File: src/rtl/unlock_sequencer.sv
// Lock/unlock sequencer for the 4-digit safe: entry buffer, password store, failure count and lockout.
// Optional idle auto-relock from OPEN/SET_PW is built when UNLOCK_AUTO_RELOCK_EN is defined.
module unlock_sequencer #(
    parameter int          MAX_FAIL       = 3,
    parameter int          LOCKOUT_CYCLES = 250_000_000,
    parameter int          RELOCK_CYCLES  = 1_500_000_000,
    parameter logic [15:0] DEFAULT_PW     = 16'h0000
) (
    input  logic        clk,
    input  logic        rst,
    input  logic        key_valid,
    input  logic [3:0]  key_code,
    input  logic        open_close,
    input  logic        reset_password,
    input  logic        confirm_new_password,
    input  logic        clean_password,
    output logic [15:0] entry,
    output logic [2:0]  entry_cnt,
    output logic        opened,
    output logic        graph_type,
    output logic        show_digits,
    output logic        alarm,
    output logic [2:0]  fail_cnt
);

    localparam int          LOCK_W    = (LOCKOUT_CYCLES > 1) ? $clog2(LOCKOUT_CYCLES) : 1;
    localparam logic [LOCK_W-1:0] LOCK_LOAD = LOCK_W'(LOCKOUT_CYCLES - 1);
    localparam logic [2:0]  FAIL_LIM  = 3'(MAX_FAIL);

    typedef enum logic [1:0] {LOCKED, OPEN, SET_PW, LOCKOUT} state_t;

    state_t            state, state_next;
    logic [15:0]       pw, pw_next;
    logic [15:0]       entry_next;
    logic [2:0]        entry_cnt_next, fail_cnt_next, fail_inc;
    logic              opened_next, graph_type_next, show_digits_next, alarm_next;
    logic [LOCK_W-1:0] lock_timer, lock_timer_next;

    // Only the highest-priority event present in a cycle is allowed to act.
    logic oc_ev, cnp_ev, rp_ev, cp_ev, key_ev, digit_ok;

    assign oc_ev    = open_close;
    assign cnp_ev   = confirm_new_password & ~open_close;
    assign rp_ev    = reset_password & ~open_close & ~confirm_new_password;
    assign cp_ev    = clean_password & ~open_close & ~confirm_new_password & ~reset_password;
    assign key_ev   = key_valid & ~open_close & ~confirm_new_password & ~reset_password
                      & ~clean_password;
    assign digit_ok = key_ev && (key_code <= 4'd9) && (entry_cnt < 3'd4);
    assign fail_inc = fail_cnt + 3'd1;

`ifdef UNLOCK_AUTO_RELOCK_EN
    localparam int          RELOCK_W    = (RELOCK_CYCLES > 1) ? $clog2(RELOCK_CYCLES) : 1;
    localparam logic [RELOCK_W-1:0] RELOCK_LOAD = RELOCK_W'(RELOCK_CYCLES - 1);

    logic [RELOCK_W-1:0] relock_timer, relock_timer_next;
    logic                any_pulse;

    assign any_pulse = key_valid | open_close | reset_password | confirm_new_password
                       | clean_password;
`endif

    always_comb begin
        state_next       = state;
        pw_next          = pw;
        entry_next       = entry;
        entry_cnt_next   = entry_cnt;
        fail_cnt_next    = fail_cnt;
        opened_next      = opened;
        graph_type_next  = graph_type;
        show_digits_next = show_digits;
        alarm_next       = alarm;
        lock_timer_next  = lock_timer;

        case (state)
            LOCKED: begin
                if (oc_ev) begin
                    entry_next     = 16'h0000;
                    entry_cnt_next = 3'd0;
                    if (entry_cnt == 3'd4 && entry == pw) begin
                        state_next      = OPEN;
                        opened_next     = 1'b1;
                        graph_type_next = 1'b1;
                        fail_cnt_next   = 3'd0;
                    end else begin
                        fail_cnt_next = fail_inc;
                        if (fail_inc == FAIL_LIM) begin
                            state_next      = LOCKOUT;
                            alarm_next      = 1'b1;
                            lock_timer_next = LOCK_LOAD;
                        end
                    end
                end else if (cp_ev) begin
                    entry_next     = 16'h0000;
                    entry_cnt_next = 3'd0;
                end else if (digit_ok) begin
                    entry_next     = {entry[11:0], key_code};
                    entry_cnt_next = entry_cnt + 3'd1;
                end
            end
            OPEN: begin
                if (oc_ev) begin
                    state_next      = LOCKED;
                    opened_next     = 1'b0;
                    graph_type_next = 1'b0;
                    entry_next      = 16'h0000;
                    entry_cnt_next  = 3'd0;
                end else if (rp_ev) begin
                    state_next       = SET_PW;
                    show_digits_next = 1'b1;
                    entry_next       = 16'h0000;
                    entry_cnt_next   = 3'd0;
                end else if (cp_ev) begin
                    pw_next        = 16'h0000;
                    entry_next     = 16'h0000;
                    entry_cnt_next = 3'd0;
                end
            end
            SET_PW: begin
                if (oc_ev) begin
                    state_next       = LOCKED;
                    show_digits_next = 1'b0;
                    opened_next      = 1'b0;
                    graph_type_next  = 1'b0;
                    entry_next       = 16'h0000;
                    entry_cnt_next   = 3'd0;
                end else if (cnp_ev) begin
                    if (entry_cnt == 3'd4) pw_next = entry;
                    state_next       = OPEN;
                    show_digits_next = 1'b0;
                    entry_next       = 16'h0000;
                    entry_cnt_next   = 3'd0;
                end else if (cp_ev) begin
                    entry_next     = 16'h0000;
                    entry_cnt_next = 3'd0;
                end else if (digit_ok) begin
                    entry_next     = {entry[11:0], key_code};
                    entry_cnt_next = entry_cnt + 3'd1;
                end
            end
            LOCKOUT: begin
                if (lock_timer == '0) begin
                    state_next    = LOCKED;
                    alarm_next    = 1'b0;
                    fail_cnt_next = 3'd0;
                end else begin
                    lock_timer_next = lock_timer - 1'b1;
                end
            end
            default: state_next = LOCKED;
        endcase

`ifdef UNLOCK_AUTO_RELOCK_EN
        // Idle cycles carry no event, so the timeout never collides with a button action.
        relock_timer_next = RELOCK_LOAD;
        if ((state == OPEN || state == SET_PW) && !any_pulse) begin
            if (relock_timer == '0) begin
                state_next       = LOCKED;
                opened_next      = 1'b0;
                graph_type_next  = 1'b0;
                show_digits_next = 1'b0;
                entry_next       = 16'h0000;
                entry_cnt_next   = 3'd0;
            end else begin
                relock_timer_next = relock_timer - 1'b1;
            end
        end
`endif
    end

    always_ff @(posedge clk) begin
        if (!rst) begin
            state       <= LOCKED;
            pw          <= DEFAULT_PW;
            entry       <= 16'h0000;
            entry_cnt   <= 3'd0;
            fail_cnt    <= 3'd0;
            opened      <= 1'b0;
            graph_type  <= 1'b0;
            show_digits <= 1'b0;
            alarm       <= 1'b0;
            lock_timer  <= '0;
        end else begin
            state       <= state_next;
            pw          <= pw_next;
            entry       <= entry_next;
            entry_cnt   <= entry_cnt_next;
            fail_cnt    <= fail_cnt_next;
            opened      <= opened_next;
            graph_type  <= graph_type_next;
            show_digits <= show_digits_next;
            alarm       <= alarm_next;
            lock_timer  <= lock_timer_next;
        end
    end

`ifdef UNLOCK_AUTO_RELOCK_EN
    always_ff @(posedge clk) begin
        if (!rst) relock_timer <= RELOCK_LOAD;
        else      relock_timer <= relock_timer_next;
    end
`endif

endmodule

File: config.mk
export PLATFORM = sky130hd
export DESIGN_NAME = unlock_sequencer
export DESIGN_NICKNAME = d
export VERILOG_FILES = /design/src/rtl/unlock_sequencer.sv
export SDC_FILE = /design/constraint.sdc
export NUM_CORES = 1
export LEC_CHECK = 0
export CAP_MARGIN = 30
export CORE_MARGIN = 5
export CORE_UTILIZATION = 35
export CTS_CLUSTER_SIZE = 25
export DETAILED_ROUTE_END_ITERATION = 7
export PLACE_DENSITY = 0.61
export SETUP_SLACK_MARGIN = 0.1
export SLEW_MARGIN = 20
export SYNTH_ARGS = -nofsm -noshare
export SYNTH_HDL_FRONTEND = slang
export SYNTH_SLANG_ARGS = --single-unit
File: constraint.sdc
create_clock -name clk -period 3.6 [get_ports clk]
set_clock_uncertainty 0.2 [all_clocks]
set_input_delay 0.36 -clock clk [delete_from_list [all_inputs] [get_ports clk]]
set_output_delay 0.36 -clock clk [all_outputs]
set_load 0.01 [all_outputs]
==> results of run 1 <==
critical path: stages (launching register included):
cell,delay (ns)
dfxtp_1,0.35
or4_1,0.59
nor3_1,0.45
nand2_1,0.27
or4_1,0.47
o31a_1,0.26
o31a_1,0.27
cell type report:
cell class | instances | area share [%]
inverters | 14 | 1.213
repair buffers | 43 | 9.474
clock buffers | 9 | 2.860
clock inverters | 7 | 2.426
flip-flops and latches | 71 | 32.81
well taps | 136 | 3.928
multi-input cells | 314 | 47.28
per-stage QoR:
step	hold WS [ns]	total power, mW
5_1_grt	0.3072	2.945
3_5_place_dp	0.2679	2.026
4_1_cts	0.2796	2.764
6_report	0.2871	2.758
3_3_place_gp	0.2543	2.007
2_1_floorplan	0.2425	1.777
state kept, by name, indices dropped and copies added, names as in the netlist:
| register | cells |
|---|---|
| entry | 16 |
| entry_cnt | 3 |
| graph_type | 1 |
| show_digits | 1 |
| fail_cnt | 3 |
| alarm | 1 |
| state | 2 |
| lock_timer | 28 |
| pw | 16 |
final timing paths:
| kind | end | slack (ns) | cells after the start |
|---|---|---|---|
| worst max register to register | lock_timer[25] | 0.64 | 6 |
| worst min register to register | lock_timer[17] | 0.29 | 1 |
| worst max-delay path | lock_timer[25] | 0.64 | 6 |
| worst min-delay path | lock_timer[17] | 0.29 | 1 |
cell usage after synthesis, types with 7 or more instances:
library cell   n  share of area (%)
dfxtp_1       71                 39
nor2_1        53                5.5
a22oi_1       31                6.4
a21oi_1       30                4.1
nand2_1       23                2.4
clkbuf_1      21                2.2
inv_1         13                1.3
xnor2_1       12                2.9
ha_1          11                3.8
nor4_1        10                1.7
or4_1         10                2.1
or3_1          9                1.5
a311oi_1       8                1.9
nand3_1        8                1.1
nor3_1         8                1.1
xor2_1         8                1.9
nand2b_1       7                1.2
nand4_1        7                1.2
routing by layer:
metal	global-route usage (%)	vias to the layer above	share of wire [%]
met1	20.14	1524	49
met5	0	-	0
li1	-	1629	-
met4	4.647	0	0.92
met3	3.827	8	3.2
met2	21.97	59	47
cell families (layout without fill, tap and decap cells):
logic type / Yosys count / in the layout / synth area share (%)
DFF: 71 / 71 / 38.97
adders and majority gates: 11 / 11 / 3.774
buffers and inverters: 39 / 73 / 4.871
xor gates and xnor gates: 20 / 20 / 4.803
AOI/OAI and AO/OA: 120 / 120 / 23.60
muxes: 1 / 1 / 0.3087
and+or+nand+nor: 162 / 162 / 23.67
report_power, final:
part	leakage, nW	internal (mW)	switching [mW]	total (mW)
Sequential	0.573	0.857	0.0823	0.940
Combinational	0.886	0.409	0.674	1.08
Clock	0.112	0.399	0.335	0.735
==> summary.txt, run 1 <==
Run status - complete, no violations
Max-cap violations - 0
Mapped Cells - 424
Via count - 3220
Period Utilization, post-route - 82.19%
Post-synth EDFFs - 0
Fill cell instance count of the final layout - 1024
Antenna violations before repair - 0
Antenna-violating nets left - 0
Maximum VDD drop - 0.2748 mV
Gp weighted congestion - 0.8104
Drt first pass iters - 5
Seq/Total Area, Yosys - 38.97%
Most common cell after layout, fill and taps aside - dfxtp_1
Area growth from synthesis to layout - 18.76%
Post-CTS sizing - 0
Postcts setup bufs - 0
#FFs+latches synth - 71
Multi-input gate area - 0.002048 mm^2
TritonCTS clock tree - yes
CTS Buffer Depth - 2
Post-Route Utilization - 42.34%
Post-route design area - 0.004332 mm^2
Die Height - 112.1 um
Dpl hpwl - 6256 um
Commonest cells after routing, fill and taps aside - dfxtp_1, nor2_1, clkdlybuf4s50_1
Buffers on Ports - 36
Row count - 37
Reg2Reg Launch Point - lock_timer[4]
FF+latch area - 0.001421 mm^2
RSZ-0062 raised after global routing - false
Post-CTS Hold Fix Bufs - 0
Reg clk slew, reported paths - 0.09 ns
Final Max Tran Viols - 0
Min-delay src - lock_timer[17]
Crit path from - lock_timer[4]
Antenna cells - 0
DR WL/cell - 14.90 um
Crit-path max FO - 7
Die Area - 0.01256 mm^2
Setup WS post-layout - 0.6411 ns
Min-delay worst type - register to register
Asr flop ratio synth - 0%
Clk Tree Root Cell - clkbuf_8
Crit Path Category - register to register
1st-iter DRT viols - 158
# nets final - 475
Layout Cells excl Fill - 594
First-pass GRT wire length - 15060 um
Slew margin rel. - 48.24%
Ys flop type - dfxtp_1
Worst slack, placed - 0.6613 ns
Endpoints failing hold - 0
Vias/cell - 5.421
CTS H-tree lvls - 3
Layout cells sized above 1 - 8.079%
Clock Sinks - 71
Post-synth cell types - 62
Setup TNS - 0 ns
WP data required - 3.65 ns
Static Leak - 1.571 nW
Number of warnings issued by yosys - 0
DRC viols - 0
Syn_nets - 446
Crit path DAT - 3.01 ns
Pwr Density - 636.6 mW/mm^2
Largest net degree at the start of global routing - 32
Fmax - 338.0 MHz
TritonCTS Buffers - 9
IO Pins - 37
Worst setup SP type - register
Vias in the first global route - 3088
Worst skew pair latency - 0.35 ns
Fin crit period - 2.959 ns
Setup-failing EPs final - 0
Crit path capture type - register
Placed cells - 578
Post-Syn Area - 0.003647 mm^2
Starting density of the core - 35.65%
Synth Area per Inst - 8.602 um^2
Core area - 0.01023 mm^2
Gr ovfl total - 0
GRT Total Usage - 14.50%
Slew @ Worst Pin - 0.7765 ns
Placement Cell Area - 0.004103 mm^2
Die X - 112.1 um
Drt total wl - 8850 um
(Power assumes the default switching activity.)
==> run 2: changes to the inputs <==
- clock period: 3.6 -> 2.9 ns (I/O delays scaled with it)
==> run 2 against run 1 <==
Fmax increased by 8.4%. Register-to-register slack got worse by 0.47 ns. Largest cell class unchanged. Combinational power increased by 41%. Worst hold slack got worse by 0.031 ns. Flip-flop and latch count unchanged. Via count increased by 3.6%. Cell count increased by 2.7%. First-iteration DRC count increased by 1.9%. Sequential share of layout area decreased by 1.0 points. Critical path depth decreased by 1.
==> summary.txt, run 2 (same netlist as run 1, synthesis figures left out) <==
Most common cell after layout, fill and taps aside - dfxtp_1 (unchanged)
Max-cap violations - 0 (unchanged)
Hold Slack - 0.2565 ns (was 0.2871 ns)
Min-delay src - lock_timer[0] (was lock_timer[17])
First-pass GRT wire length - 15650 um (was 15060 um)
Die Area - 0.01256 mm^2 (unchanged)
Worst setup SP type - register (unchanged)
Sw Share - 40.51% (was 39.60%)
# nets final - 491 (was 475)
Crit path DAT - 2.77 ns (was 3.01 ns)
DR WL/cell - 15.27 um (was 14.90 um)
Clock Sinks - 71 (unchanged)
Hold endpoint - lock_timer[0] (was lock_timer[17])
Area growth from synthesis to layout - 23.22% (was 18.76%)
Met3 wire len - 365 um (was 284 um)
R2R cell count - 5 (was 6)
Clk pwr share - 23.5% (was 26.6%)
Antenna cells - 0 (unchanged)
IO Pins - 37 (unchanged)
Top flop regs - lock_timer x28, entry x16, pw x16 (unchanged)
Drt first pass iters - 4 (was 5)
Die X - 112.1 um (unchanged)
Die Height - 112.1 um (unchanged)
Setup TNS - 0 ns (unchanged)
Part of the power in registers - 33.3% (was 34.1%)
Internal reg-to-reg setup slack - 0.17 ns (was 0.64 ns)
Maximum VDD drop - 0.3744 mV (was 0.2748 mV)
DRC viols - 0 (unchanged)
Crit path capture type - register (unchanged)
Slew @ Worst Pin - 0.6983 ns (was 0.7765 ns)
Min-delay worst type - register to register (unchanged)
DR top layer - met4 (unchanged)
Dpl hpwl - 6447 um (was 6256 um)
Met2 WL post-DR - 4312 um (was 4128 um)
Reg clk slew, reported paths - 0.08 ns (was 0.09 ns)
WP data required - 2.94 ns (was 3.65 ns)
Via count - 3337 (was 3220)
Worst skew pair latency - 0.35 ns (about the same)
Period Utilization, post-route - 94.12% (was 82.19%)
R2R Path End - state[0] (was lock_timer[25])
Layout cells sized above 1 - 13.50% (was 8.079%)
Run status - complete, no violations (unchanged)
Vias in the first global route - 3227 (was 3088)
Placed cells - 590 (was 578)
Gp weighted congestion - 0.8172 (was 0.8104)
Tot Pwr - 3.512 mW (was 2.758 mW)
TritonCTS Buffers - 9 (unchanged)
Hold path depth - 1 (unchanged)
Endpoints failing hold - 0 (unchanged)
Layout Cells excl Fill - 610 (was 594)
Row count - 37 (unchanged)
Antenna violations before repair - 0 (unchanged)
Slew margin rel. - 53.23% (was 48.24%)
Starting density of the core - 35.65% (unchanged)
Clk Tree Root Cell - clkbuf_8 (unchanged)
Antenna-violating nets left - 0 (unchanged)
Gr ovfl total - 0 (unchanged)
Buffers on Ports - 36 (unchanged)
Crit path from - lock_timer[4] (unchanged)
Vias/cell - 5.470 (was 5.421)
Reg2Reg Launch Point - lock_timer[4] (unchanged)
Pwr Density - 781.5 mW/mm^2 (was 636.6 mW/mm^2)
Crit Path Category - register to register (unchanged)
Combinational share of power - 43.2% (was 39.3%)
Largest register FFs - 28 (unchanged)
Final Max Tran Viols - 0 (unchanged)
GRT Total Usage - 14.91% (was 14.50%)
Int Pwr - 2.089 mW (was 1.666 mW)
Sw power - 1.423 mW (was 1.092 mW)
Largest net degree at the start of global routing - 38 (was 32)
RSZ-0062 raised after global routing - true (was false)
1st-iter DRT viols - 161 (was 158)
Drt total wl - 9315 um (was 8850 um)
CTS Buffer Depth - 2 (unchanged)
Largest reg by FF count - lock_timer (unchanged)
Core area - 0.01023 mm^2 (unchanged)
Fin crit period - 2.729 ns (was 2.959 ns)
Crit-path max FO - 5 (was 7)
M1 WL - 4568 um (was 4355 um)
TritonCTS clock tree - yes (unchanged)
Commonest cells after routing, fill and taps aside - dfxtp_1, nor2_1, clkdlybuf4s50_1 (unchanged)
Setup-failing EPs final - 0 (unchanged)
Static Leak - 1.645 nW (was 1.571 nW)
Fmax - 366.4 MHz (was 338.0 MHz)
CTS H-tree lvls - 3 (unchanged)
[run 2: worst max path at each step]
stage | to | depth (start not counted)
after floorplan | lock_timer[1] | 7
after global placement | state[1] | 7
after detailed placement | state[1] | 5
after CTS | state[1] | 5
after global routing | lock_timer[12] | 8
final | state[0] | 5
[run 2: area by class of cell]
| type | instances | area (um^2) |
|---|---|---|
| clock inverter | 7 | 78.83 |
| inverter | 14 | 52.55 |
| tap | 136 | 170.2 |
| multi-input combinational | 314 | 2095 |
| sequential | 71 | 1429 |
| timing repair buffer | 59 | 545.5 |
| fill | 1013 | 5737 |
| clock buffer | 9 | 123.9 |
[run 2: power groups by stage]
stage	clock, mW	sequential (mW)	combinational (mW)
after floorplan	0	1.17	1.04
after global placement	0	1.18	1.40
after detailed placement	0	1.19	1.42
after CTS	0.847	1.17	1.44
after global routing	0.892	1.19	1.68
final	0.825	1.17	1.52
[run 2: metal layers]
| metal | GRT usage [%] | up-vias |
|---|---|---|
| met4 | 4.647 | 0 |
| met2 | 23.16 | 61 |
| met1 | 20.64 | 1612 |
| met5 | 0 | - |
| li1 | - | 1658 |
| met3 | 3.342 | 6 |
[run 2: per-stage QoR]
step / worst slack [ns] / cell area, um^2 / utilization, %
after floorplan: 0.1897 / 3647 / -
after global placement: 0.1007 / 4195 / 41.01
after detailed placement: 0.08297 / 4198 / 41.03
after CTS: 0.1149 / 4407 / 43.07
after global routing: 0.07593 / 4494 / 43.93
final: 0.1706 / 4494 / 43.93
[run 2: what timing repair did]
item,4_1_cts,5_1_grt
hold buffers,0,0
buffers inserted,0,4
resized for setup,1,13
pin swaps,0,4
setup endpoints to repair,1,20
[run 2: worst max-delay path, cell delays in order (launching register included)]
cell     delay (ns)
dfxtp_1        0.36
or4_1          0.61
or4_4          0.60
o21a_4         0.23
or4_1          0.49
o211a_1        0.13
